--- config.mk ---
export PLATFORM = sky130hd
export DESIGN_NAME = serial_to_parallel
export DESIGN_NICKNAME = d
export VERILOG_FILES = /design/src/rtl/serial_to_parallel.sv
export SDC_FILE = /design/constraint.sdc
export NUM_CORES = 1
export LEC_CHECK = 0
export BUFFER_PORTS_ARGS = -buffer_cell sky130_fd_sc_hd__buf_2
export CAP_MARGIN = 40
export CELL_PAD_IN_SITES_DETAIL_PLACEMENT = 1
export CELL_PAD_IN_SITES_GLOBAL_PLACEMENT = 1
export CORE_ASPECT_RATIO = 0.8
export CORE_MARGIN = 8
export CORE_UTILIZATION = 43
export CTS_CLUSTER_DIAMETER = 80
export DETAILED_ROUTE_END_ITERATION = 6
export HOLD_SLACK_MARGIN = 0.08
export PLACE_DENSITY_LB_ADDON = 0.1
export SYNTH_ARGS = -nofsm -noshare
export SYNTH_HDL_FRONTEND = slang
export SYNTH_SLANG_ARGS = --single-unit
export TNS_END_PERCENT = 30
--- constraint.sdc ---
create_clock -name CLK -period 2.5 [get_ports CLK]
set_input_delay 0.5 -clock CLK [delete_from_list [all_inputs] [get_ports CLK]]
set_output_delay 0.5 -clock CLK [all_outputs]
set_load 0.05 [all_outputs]
--- src/rtl/serial_to_parallel.sv ---
// serial_to_parallel
//   Assembles an N-bit word from a serial stream, LSB first, and hands it
//   to a consumer through a holding register with a valid/ack handshake.
//
//   Ports
//     CLK      in   clock, rising edge
//     N_RESET  in   synchronous active-low reset
//     EN       in   bit-sample enable; START and SIN are ignored when low
//     START    in   current SIN sample is bit 0 of a new word
//     SIN      in   serial data, LSB first
//     ACK      in   consumer has taken DATAR
//     DATAR    out  last completed word
//     VALID    out  DATAR holds an unacknowledged word
//     BUSY     out  word reception in progress
//     OVERRUN  out  sticky: a completed word was dropped
module serial_to_parallel #(
  parameter int N = 8
) (
  input  logic         CLK,
  input  logic         N_RESET,
  input  logic         EN,
  input  logic         START,
  input  logic         SIN,
  input  logic         ACK,
  output logic [N-1:0] DATAR,
  output logic         VALID,
  output logic         BUSY,
  output logic         OVERRUN
);

  localparam int CW = $clog2(N);
  localparam logic [CW-1:0] LAST = CW'(N-1);

  typedef enum logic {IDLE, RECV} state_t;

  state_t         state;
  logic [N-1:0]   sr;
  logic [CW-1:0]  cnt;

  // Every bit, including bit 0, enters at the MSB and walks right, so after
  // N samples bit 0 sits at position 0.
  logic [N-1:0] sr_shift;
  logic [N-1:0] sr_first;
  logic         done;

  assign sr_shift = {SIN, sr[N-1:1]};
  assign sr_first = {SIN, {(N-1){1'b0}}};
  // The cycle that samples bit N-1; the word is delivered on this edge.
  assign done     = (state == RECV) && EN && !START && (cnt == LAST);

  always_ff @(posedge CLK) begin
    if (!N_RESET) begin
      state   <= IDLE;
      sr      <= '0;
      cnt     <= '0;
      DATAR   <= '0;
      VALID   <= 1'b0;
      BUSY    <= 1'b0;
      OVERRUN <= 1'b0;
    end else begin
      case (state)
        IDLE: begin
          if (EN && START) begin
            sr    <= sr_first;
            cnt   <= CW'(1);
            state <= RECV;
            BUSY  <= 1'b1;
          end
        end
        RECV: begin
          if (EN) begin
            if (START) begin
              // Restart: the partial word is simply overwritten.
              sr  <= sr_first;
              cnt <= CW'(1);
            end else begin
              sr <= sr_shift;
              if (cnt == LAST) begin
                cnt   <= '0;
                state <= IDLE;
                BUSY  <= 1'b0;
              end else begin
                cnt <= cnt + CW'(1);
              end
            end
          end
        end
        default: begin
          state <= IDLE;
          BUSY  <= 1'b0;
        end
      endcase

      // Holding register: an ACK in the completion cycle frees the slot in
      // time for the new word; otherwise a pending word wins and the new one
      // is dropped.
      if (done) begin
        if (!VALID || ACK) begin
          DATAR <= sr_shift;
          VALID <= 1'b1;
        end else begin
          OVERRUN <= 1'b1;
        end
      end else if (ACK && VALID) begin
        VALID <= 1'b0;
      end
    end
  end

endmodule

======== Word level (Yosys, flattened, before mapping) ========
Cells that the tools add are included.
cells by class
  $add $sub $neg .......................... 1
  equality and inequality tests ........... 6
  multiplexer cells ....................... 22
  bitwise gates (word level) .............. 2
  reduce and logical (&&, ||, !) cells .... 14
operators by type and width
  cell                                                    count
  two-way mux 8 bit                                       2
  case mux 8 bit (2 select lines)                         1
  two-way mux 3 bit                                       4
  two-way mux 1 bit                                       11
  AND reduction 2 bit                                     4
  two-way mux 7 bit                                       1
  inequality test 2 bit (second input constant)           3
  case mux 3 bit (2 select lines)                         1
  logical AND 1 bit                                       5
  inequality test 2 x 1 -> 1 bit (second input constant)  2
  case mux 1 bit (2 select lines)                         2
  AND reduction 4 bit                                     1
  adder 3 x 1 -> 3 bit (second input constant)            1
  == test 3 bit (second input constant)                   1
  logical NOT 1 bit                                       2
  inverter 1 bit                                          2
  nonzero test 2 bit                                      1
  logical OR 1 bit                                        1
storage, ports and cells
  flip-flop bits (word level) ............. 23
  input port bits ......................... 6
  output and inout bits ................... 11
  word-level logic and storage cells ...... 52

======== Longest topological paths before layout ========
  depth in word-level cells ............... 5
  gate-level depth with buffers ........... 6
  mapped depth without buffers ............ 5

======== Least setup slack after synthesis ========
OpenSTA, ideal clock, no wires.
  path type ............................... input to register
  from .................................... input EN
  to ...................................... register sr[1]
  setup time .............................. 118 ps
  arrival time ............................ 1195 ps
  required time ........................... 2382 ps
  slack ................................... 1186 ps
  stages on the path ...................... 5
  path buffers ............................ 2
  path through ............................ buf_2 > and3b_2 > buf_6 > a22oi_1 > nor2b_1
on the way
  word-level cells in the longest chain between the ends .. 3
  elaborated cells between the ends (all ways) .. 4
  classes of those cells .................. 2 x eq/ne; 2 x reduce/logical
RTL lines
  element                                 RTL line  text
  start, declared                         21        input logic EN,
  logical AND 1 bit                       63        if (EN && START) begin
  inequality test 2 bit (no source line)  -
  AND reduction 2 bit (no source line) *  -
  end signal, assigned                    64        sr <= sr_first;
  end signal, assigned                    74        sr <= sr_first;
  end signal, assigned                    77        sr <= sr_shift;
  end, declared                           37        logic [N-1:0] sr;
Every way passes the cells marked *; elsewhere a longest branch is shown, timed or not.
A chain may end at the register's enable or synchronous reset.

======== Worst setup path in the final report ========
  from .................................... register cnt[0]
  to ...................................... register DATAR[5]
on the way
  word-level cells in the longest chain between the ends .. 3
RTL lines
  element                               RTL line  text
  start, declared                       38        logic [CW-1:0] cnt;
  start signal, assigned                83        cnt <= cnt + CW'(1);
  == test 3 bit                         49        assign done = (state == RECV) && EN && !START && (cnt == LAST);
  logical AND 1 bit                     49
  AND reduction 2 bit (no source line)  -
  end signal, assigned                  99        DATAR <= sr_shift;
  end, declared                         25        output logic [N-1:0] DATAR,
Every way passes these cells.

==> results.yml <==
floorplan:
  fp.dieW_um: 67.64
  top_level_ports: 17
  initial_utilization: 0.4402
  rows: 15
  die_h_um: 57.31
  core-area_um2: 2083
  die-area_um2: 3876
setup_path:
  arrival_ps: 1920
  startpoint_type: "flop"
  critPathKind: "flop to flop"
  reg2regPathDepth: 5
  cp_max_fo: 8
  end_kind: "flop"
  crit_required_ps: 2740
grt:
  grt_pass1_wl_um: 2973
  overflow: 0
  grt_max_degree: 31
  grt_usage: 0.1006
  grt_antenna_before_repair: 0
  grt_pass1_vias: 676
place:
  place_congestion: 0.6883
  io_buffers: 16
  hpwlAfterDp_um: 1241
  place_area_um2: 989.7
  dp_slack_ps: 780.5
sta:
  finalSetupViolations: 0
  period_needed_ps: 1681
  finalHoldViolations: 0
  final.setup_skew_ps: 6.077
  tightest_slew_ps: 522.4
  relSlewSlack: 0.6502
  layout_setup_ws_ps: 819.3
  finalSetupTns_ps: 0
  rsz0062_at_grt: "false"
  fin_crit_sh: 0.6723
  max_freq_mhz: 595.0
  drv_slew: 0
synthesis:
  syn_avg_cell_area_um2: 9.862
  synthCells: 93
  yosys-top-cells-area: "dfxtp_1 48%, mux2i_1 9.8%, nand2_1 8.2%"
  yosysMostFrequentCell: "dfxtp_1"
  synth_flop_cell: "dfxtp_1"
  seq_area_frac_synth: 0.4802
  netlist_area_um2: 917.1
  yosys.area.top_type: "dfxtp_1"
  synth_cell_type_count: 21
  async_reset_ff_frac: 0
  synth-edff-count: 0
  ys_seq_elements: 22
  netlist.area_leader.share: 0.4802
  yosysWarningCount: 0
  synth_nets: 102
  synthTopCellsByCount: "22 x dfxtp_1, 20 x nand2_1, 10 x nor2b_1, 9 x a22oi_1, 9 x mux2i_1"
cells_and_area:
  layout-drive-gt1-share: 0.2243
  nets: 117
  area_delta_synth_final_pct: 11.87
  diodes: 0
  num-fill-cells: 253
  design_area_um2: 1026
  fin_util: 0.4925
routing:
  wirelength_um: 1731
  drt.antenna.violating_nets: 0
  viasPerCell: 5.197
  wl_per_cell_um: 13.11
  drtIter0Drc: 18
  dr.pass1.iters: 4
  drc: 0
  dr_total_vias: 686
power:
  p_sw_mw: 0.1349
  power_leakage_nw: 0.4174
  p_comb_frac: 0.062
  clkPwrFrac: 0.331
  power_frac_seq: 0.607
  powerDensity_nw_per_um2: 578.1
  p_int_mw: 0.4582
  power_mw: 0.5931
  peakVddDrop_mv: 0.4054
  switching_share: 0.2274
clocking:
  post_cts_buffers: 0
  cts_tree: "built"
  hold_buffers: 0
  root_buffer: "clkbuf_4"
  clk_latency_ps: 310
  clk_pin_slew_ps: 110
  clock_path_buffers: 2
  cts.sinks: 22
  cts_made_buffers: 3
  cts_max_level: 1
  cts_resized: 0
hold_path:
  holdPathStages: 3
  hp-class: "primary input to flop"
flow_run:
  maxCapViolations: 0
run_status:
  status: "finished clean"
## critical path, cell delays in order, from the launching register on
cell and delay, ps:
dfxtp_1 380, ha_1 190, ha_1 200, nand4b_2 140, nor2b_2 460, mux2i_1 250
## layout make-up
cell class | instances | area [um^2] | share of cell area
sequential | 22 | 440.4 | 0.4293
tap | 25 | 31.28 | 0.03049
multi-input combinational | 65 | 437.9 | 0.4268
timing repair buffer | 16 | 80.08 | 0.07805
clock buffer | 4 | 36.28 | 0.03537
## flip-flops by register name (all words and copies together) (netlist names)
register and flops:
BUSY 1, DATAR 8, OVERRUN 1, VALID 1, cnt 3, sr 7
state 1
## placed cells by master (no fill, tap or decap), drive strengths merged
cell	instances
o21ai	3
a22oi	9
buf	16
ha	3
nor2b	11
a21oi	1
nand2	20
a21boi	2
clkbuf	4
and3b	1
nor3b	1
nor2	1
dfxtp	22
nand4b	1
a21o	1
o21a	1
nand2b	1
mux2i	9
## cell families (layout without fill, tap and decap cells)
logic type | Yosys count | count (layout) | synth area share
AND/OR/NAND/NOR | 36 | 36 | 0.2060
flip-flops | 22 | 22 | 0.4802
AO/OA/AOI/OAI | 17 | 17 | 0.1323
multiplexers | 9 | 9 | 0.09823
buffers and inverters | 6 | 20 | 0.04228
adder cells (fa/ha/maj) | 3 | 3 | 0.04093
## final timing paths
path	from	end	slack, ps
worst max-delay path	cnt[0]	DATAR[5]	820
worst min-delay path	SIN	DATAR[7]	450
worst max register to register	cnt[0]	DATAR[5]	820
worst min register to register	DATAR[2]	DATAR[2]	460
## power groups by stage
stage | clock (mW) | combinational (mW) | sequential (mW)
2_1_floorplan | 0 | 0.0242 | 0.371
3_3_place_gp | 0 | 0.0366 | 0.368
3_5_place_dp | 0 | 0.0372 | 0.368
4_1_cts | 0.208 | 0.0373 | 0.360
5_1_grt | 0.221 | 0.0409 | 0.361
6_report | 0.197 | 0.0366 | 0.360
## per-layer routing
metal / up-vias / GRT usage / wire length, um
li1: 346 / - / -
met1: 324 / 0.1179 / 836
met2: 11 / 0.1471 / 767
met3: 5 / 0.04688 / 94
met4: 0 / 0.05357 / 34
met5: - / 0 / 0
## through the flow
stage	hold WS [ps]	instances
finish	450.3	132
global route	420.4	132
CTS	431.4	132
detailed placement	449.3	128
global placement	441.0	128
floorplan	437.8	93
Power figures use the tool's default switching activity.
